--- config.mk ---
export PLATFORM = sky130hd
export DESIGN_NAME = acc_tile_sender
export DESIGN_NICKNAME = d
export VERILOG_FILES = /design/src/rtl/acc_tile_sender_pkg.sv /design/src/rtl/acc_tile_sender_counter.sv /design/src/rtl/acc_tile_sender.sv
export SDC_FILE = /design/constraint.sdc
export NUM_CORES = 1
export LEC_CHECK = 0
export ABC_AREA = 1
export BUFFER_PORTS_ARGS = -buffer_cell sky130_fd_sc_hd__buf_2
export CORE_UTILIZATION = 30
export CTS_BUF_LIST = sky130_fd_sc_hd__clkbuf_4
export CTS_CLUSTER_SIZE = 10
export DETAILED_ROUTE_END_ITERATION = 10
export SYNTH_ARGS = -nofsm -noshare
export SYNTH_HDL_FRONTEND = slang
export SYNTH_SLANG_ARGS = --single-unit
--- constraint.sdc ---
create_clock -name clk -period 3.7 [get_ports clk]
set_clock_uncertainty 0.05 [all_clocks]
set_input_delay 0.74 -clock clk [delete_from_list [all_inputs] [get_ports clk]]
set_output_delay 0.74 -clock clk [all_outputs]
set_load 0.005 [all_outputs]
--- src/rtl/acc_tile_sender_pkg.sv ---
// rtl/acc_tile_sender_pkg.sv - shared state enum and default widths for acc_tile_sender
package acc_tile_sender_pkg;

  localparam int DATA_WIDTH_DEF        = 32;
  localparam int GROUP_SIZE_DEF        = 4;
  localparam int GROUP_COUNT_WIDTH_DEF = 2;
  localparam int MAX_OUTSTANDING_DEF   = 4;
  localparam int CREDIT_WIDTH_DEF      = 3;
  localparam int TILE_COUNT_WIDTH_DEF  = 8;

  typedef enum logic [1:0] {
    ST_IDLE  = 2'd0,
    ST_SEND  = 2'd1,
    ST_DRAIN = 2'd2
  } state_e;

endpackage

--- src/rtl/acc_tile_sender_counter.sv ---
// rtl/acc_tile_sender_counter.sv - clearable enable counter that wraps after last_val
module mod_counter #(
  parameter int Width = 2
) (
  input  logic             clk,
  input  logic             aclr_n,
  input  logic             clr,
  input  logic             en,
  input  logic [Width-1:0] last_val,
  output logic [Width-1:0] cnt,
  output logic             tc
);

  logic [Width-1:0] cnt_q, cnt_d;

  assign cnt = cnt_q;
  assign tc  = (cnt_q == last_val);

  always_comb begin
    cnt_d = cnt_q;
    if (clr) begin
      cnt_d = '0;
    end else if (en) begin
      cnt_d = tc ? '0 : cnt_q + Width'(1);
    end
  end

  always_ff @(posedge clk or negedge aclr_n) begin
    if (!aclr_n) begin
      cnt_q <= '0;
    end else begin
      cnt_q <= cnt_d;
    end
  end

endmodule

--- src/rtl/acc_tile_sender.sv ---
// rtl/acc_tile_sender.sv - credit-gated tile sequencer feeding an FP accumulator
module acc_tile_sender
  import acc_tile_sender_pkg::*;
#(
  parameter int DataWidth       = DATA_WIDTH_DEF,
  parameter int GroupSize       = GROUP_SIZE_DEF,
  parameter int GroupCountWidth = GROUP_COUNT_WIDTH_DEF,
  parameter int MaxOutstanding  = MAX_OUTSTANDING_DEF,
  parameter int CreditWidth     = CREDIT_WIDTH_DEF,
  parameter int TileCountWidth  = TILE_COUNT_WIDTH_DEF
) (
  input  logic                      clk,
  input  logic                      aclr_n,
  input  logic                      sclr,
  input  logic                      Start,
  input  logic [TileCountWidth-1:0] TileCount,
  output logic                      Busy,
  output logic                      Done,
  input  logic                      SrcValid,
  input  logic [DataWidth-1:0]      SrcData,
  output logic                      SrcRdy,
  output logic                      AccInValid,
  output logic [DataWidth-1:0]      AccInData,
  input  logic                      AccInRdy,
  input  logic                      AccOutValid,
  input  logic [DataWidth-1:0]      AccOutData,
  output logic                      AccOutRdy,
  output logic                      ResValid,
  output logic [DataWidth-1:0]      ResData,
  output logic                      ResLast,
  input  logic                      ResRdy
);

  localparam logic [CreditWidth-1:0]     CreditsFull = CreditWidth'(MaxOutstanding);
  localparam logic [GroupCountWidth-1:0] WordLast    = GroupCountWidth'(GroupSize - 1);

  state_e                    state_q, state_d;
  logic [TileCountWidth-1:0] tile_count_q, tile_count_d;
  logic [CreditWidth-1:0]    credits_q, credits_d;
  logic                      done_q, done_d;

  logic [GroupCountWidth-1:0] word_cnt;
  logic [TileCountWidth-1:0]  tiles_sent, res_cnt, tile_last;
  logic word_tc, tiles_tc, res_tc;
  logic in_send, ret_active, gate, start_job, cnt_clr;
  logic send_hs, res_hs, credit_take;

  assign in_send    = (state_q == ST_SEND);
  assign ret_active = (state_q == ST_SEND) || (state_q == ST_DRAIN);
  assign start_job  = (state_q == ST_IDLE) && Start && (TileCount != '0);
  assign cnt_clr    = sclr || start_job;
  assign tile_last  = tile_count_q - TileCountWidth'(1);

  // A tile may start only with a free output-buffer credit; words inside a tile never stall on credits.
  assign gate        = (word_cnt != '0) || (credits_q != '0);
  assign send_hs     = in_send && SrcValid && AccInRdy && gate;
  assign res_hs      = ret_active && AccOutValid && ResRdy;
  assign credit_take = send_hs && (word_cnt == '0);

  assign AccInValid = in_send && SrcValid && gate;
  assign SrcRdy     = in_send && AccInRdy && gate;
  assign AccInData  = SrcData;
  assign ResValid   = ret_active && AccOutValid;
  assign AccOutRdy  = ret_active && ResRdy;
  assign ResData    = AccOutData;
  assign ResLast    = ret_active && res_tc;
  assign Busy       = (state_q != ST_IDLE);
  assign Done       = done_q;

  mod_counter #(.Width(GroupCountWidth)) u_word_cnt (
    .clk(clk), .aclr_n(aclr_n), .clr(cnt_clr), .en(send_hs),
    .last_val(WordLast), .cnt(word_cnt), .tc(word_tc)
  );

  mod_counter #(.Width(TileCountWidth)) u_tiles_sent (
    .clk(clk), .aclr_n(aclr_n), .clr(cnt_clr), .en(send_hs && word_tc),
    .last_val(tile_last), .cnt(tiles_sent), .tc(tiles_tc)
  );

  mod_counter #(.Width(TileCountWidth)) u_res_cnt (
    .clk(clk), .aclr_n(aclr_n), .clr(cnt_clr), .en(res_hs),
    .last_val(tile_last), .cnt(res_cnt), .tc(res_tc)
  );

  always_comb begin
    state_d      = state_q;
    tile_count_d = tile_count_q;
    credits_d    = credits_q;
    done_d       = 1'b0;
    if (credit_take && !res_hs) begin
      credits_d = credits_q - CreditWidth'(1);
    end else if (res_hs && !credit_take) begin
      credits_d = credits_q + CreditWidth'(1);
    end
    case (state_q)
      ST_IDLE: begin
        if (Start) begin
          if (TileCount != '0) begin
            state_d      = ST_SEND;
            tile_count_d = TileCount;
            credits_d    = CreditsFull;
          end else begin
            done_d = 1'b1;
          end
        end
      end
      ST_SEND: begin
        if (send_hs && word_tc && tiles_tc) begin
          state_d = ST_DRAIN;
        end
      end
      ST_DRAIN: begin
        if (res_hs && res_tc) begin
          state_d = ST_IDLE;
          done_d  = 1'b1;
        end
      end
      default: state_d = ST_IDLE;
    endcase
    if (sclr) begin
      state_d      = ST_IDLE;
      tile_count_d = '0;
      credits_d    = CreditsFull;
      done_d       = 1'b0;
    end
  end

  always_ff @(posedge clk or negedge aclr_n) begin
    if (!aclr_n) begin
      state_q      <= ST_IDLE;
      tile_count_q <= '0;
      credits_q    <= CreditsFull;
      done_q       <= 1'b0;
    end else begin
      state_q      <= state_d;
      tile_count_q <= tile_count_d;
      credits_q    <= credits_d;
      done_q       <= done_d;
    end
  end

  credits_no_underflow: assert property (@(posedge clk) disable iff (!aclr_n)
    !(credit_take && !res_hs && credits_q == '0));
  credits_no_overflow: assert property (@(posedge clk) disable iff (!aclr_n)
    !(res_hs && !credit_take && credits_q == CreditsFull));
  // A result can never be returned for a tile that has not been fully sent.
  results_follow_tiles: assert property (@(posedge clk) disable iff (!aclr_n)
    !(in_send && res_cnt > tiles_sent));

endmodule

==> flow_summary_export.csv <==
group,metric,value,unit
placed_design,hpwl,4.190,mm
finish,final_util,0.2890,
logic_synthesis,syn_nets,462,
finish,final_common_cell,"nand2_1",
sta,rsz0062_at_grt,"false",
logic_synthesis,ys_seq_elements,32,
logic_synthesis,synth_edf_count,0,
clocking,cts_root_buffer,"clkbuf_4",
critical_path,required,2.91,ns
clocking,cts_tree,"yes",
sta,slew_viol_final,0,
routing,first_pass_iters,4,
power_and_ir_drop,power_leakage,1.264,nW
sta,slew-limit-headroom,0.5207,
routing,wl,5.247,mm
clocking,clock-sinks,32,
sta,setup-tns-final,0,ns
die,coreArea,0.008763,mm²
routing,ant_nets,0,
global_route,grt_max_degree,33,
logic_synthesis,synthesis.instances,371,
clocking,post_cts_buffers,0,
routing,drtIter0Drc,81,
critical_path,path_max_fanout,9,
clocking,cts-buffers-inserted,5,
run_status,status,"finished clean",
die,dieHeight,97.42,µm
routing,vias,2037,
finish,drive_above_1_share,0.1737,
die,dieArea,0.009490,mm²
global_route,grt_usage,0.1146,
critical_path,criticalPathCategory,"reg -> out",
finish,fin_nets,425,
logic_synthesis,synth_top_area_cell,"dfrtp_1",
sta,worstMarginPinSlew,0.7189,ns
placed_design,place_congestion,0.8181,
power_and_ir_drop,power.share.sequential,0.380,
clocking,htreeDepth,2,
placed_design,port_buffers,22,
die,die_w,97.42,µm
routing,drcViolationCount,0,
logic_synthesis,seq_area_frac_synth,0.2936,
clocking,postCtsHoldBufs,0,
critical_path,timing.rr.start,"tile_count_q[0]",
sta,setup_violations,0,
logic_synthesis,synth_flop_cell,"dfrtp_1",
finish,diodes,0,
routing,viasPerCell,4.609,
die,pin_count,151,
power_and_ir_drop,cellPowerDensity,444.0,mW/mm²
global_route,grt_pass1_wl,8.866,mm
global_route,grt_pass1_vias,1953,
global_route,antenna_found_initial,0,
power_and_ir_drop,sw_frac_of_total,0.4386,
power_and_ir_drop,internal_power,631.2,µW
worst_hold_path,hold_path_class,"in -> async",
routing,routedWlPerCell,11.87,µm
critical_path,worstPathArrival,2.16,ns
power_and_ir_drop,clkPwrFrac,0.161,
logic_synthesis,netlist_top_cells_area,"dfrtp_1 (28%), buf_4 (18%), nand2_1 (8.4%)",
sta,fin_crit_sh,0.7977,
logic_synthesis,avgSynthCellArea,7.362,µm²
logic_synthesis,synth_top_area_frac,0.2840,
flow_run,max-cap-violations,0,
clocking,clk-insertion-delay-late,0.33,ns
sta,setup_slack,0.7485,ns
die,initial_core_util,0.3117,
logic_synthesis,async_flop_share,1.000,
sta,fin_crit,2.951,ns
die,row_count,34,
power_and_ir_drop,power,1.124,mW
placed_design,place_ws,1.108,ns
critical_path,worst_setup_path_start_kind,"flop",
logic_synthesis,syn-cell-area,0.002731,mm²
power_and_ir_drop,ir_drop,0.2244,mV
logic_synthesis,ys_warn_count,0,
finish,layout_common_cells,"nand2_1 (61), inv_1 (41), nand3_1 (39)",
critical_path,endpoint_kind,"output port",
clocking,cts_buffer_depth,2,
sta,fmax,338.8,MHz
power_and_ir_drop,p_switching,493.2,µW
finish,syn2layout_area_growth,-7.284,%
clocking,cts_resized,0,
power_and_ir_drop,power_frac_comb,0.459,
clocking,cts.clk_slew.worst_paths,0.10,ns
sta,hold_viol_final,0,
logic_synthesis,ys_types,34,
critical_path,crit_start,"tile_count_q[0]",
global_route,overflow,0,
state kept, by name, summed over array words and instances, names as in the netlist:
| signal | count |
|---|---|
| state_q | 2 |
| u_tiles_sent.cnt | 8 |
| Done | 1 |
| u_res_cnt.cnt | 8 |
| credits_q | 3 |
| tile_count_q | 8 |
| u_word_cnt.cnt | 2 |
cell usage after synthesis (5+ instances only):
| cell type | instances |
|---|---|
| inv_2 | 6 |
| nor2_2 | 6 |
| dfrtp_1 | 31 |
| nand2_1 | 61 |
| nand3_1 | 39 |
| nand3_2 | 5 |
| buf_4 | 64 |
| nand4_1 | 8 |
| nand2_2 | 8 |
| o21ai_0 | 11 |
| inv_1 | 41 |
| nor2_1 | 35 |
| ha_1 | 11 |
| xor2_1 | 16 |
stage by stage:
| stage | area, µm² | hold WS [ns] | instances |
|---|---|---|---|
| 3_5_place_dp | 2487 | 0.4238 | 435 |
| 3_3_place_gp | 2487 | 0.4171 | 435 |
| 5_1_grt | 2532 | 0.4588 | 442 |
| 4_1_cts | 2532 | 0.4204 | 442 |
| 6_report | 2532 | 0.4066 | 442 |
| 2_1_floorplan | 2731 | 0.3944 | 371 |
layout make-up:
type                       count  area (µm²)
fill                        1006        6231
multi-input combinational    225        1260
sequential                    32       802.0
inverter                      48       180.2
tap                          108       135.1
timing repair buffer          22       110.1
clock buffer                   5       37.54
clock inverter                 2       7.507
path summary, 6_finish.rpt:
path                                        to  slack, ns  depth (start not counted)
min in group clk                  credits_q[2]       0.44                          2
max in group asynchronous  u_tiles_sent.cnt[3]       2.73                          1
min                           u_res_cnt.cnt[0]       0.41                          1
max reg2reg                         state_q[0]       1.56                         13
min reg2reg                       credits_q[2]       0.44                          2
max                                    ResLast       0.75                         12
power groups by stage:
stage          combinational, mW  clock [mW]  sequential (mW)
2_1_floorplan              0.445           0            0.424
3_3_place_gp               0.512           0            0.433
3_5_place_dp               0.519           0            0.434
4_1_cts                    0.524       0.191            0.427
5_1_grt                    0.591       0.205            0.432
6_report                   0.516       0.181            0.427
worst max-delay path, cell delays in order (launching register included):
cell and delay (ns):
dfrtp_1 0.42, inv_2 0.13, ha_1 0.38, inv_2 0.06
nand2_1 0.09, nand3_1 0.07, nand2_1 0.07, nand3_1 0.06
nor2_1 0.11, nand2_2 0.08, nor2_4 0.10, and3_1 0.15
buf_2 0.11
cells by family (layout without fill, tap and decap cells):
kind of cell	after synthesis	after routing	synth area share
AO/OA/AOI/OAI	25	25	0.05726
XOR/XNOR	16	16	0.05130
AND/OR/NAND/NOR	173	173	0.3023
buffers and inverters	114	77	0.2451
flip-flops	32	32	0.2936
adder cells (fa/ha/maj)	11	11	0.05039
per-layer routing:
metal | track usage | wire [µm] | vias up
met5 | 0 | 0 | -
met1 | 0.1384 | 2349 | 930
met3 | 0.02446 | 273 | 19
met4 | 0.04072 | 87 | 0
met2 | 0.1996 | 2536 | 43
li1 | - | - | 1045
Note: power is estimated with default switching activity, not from simulation.
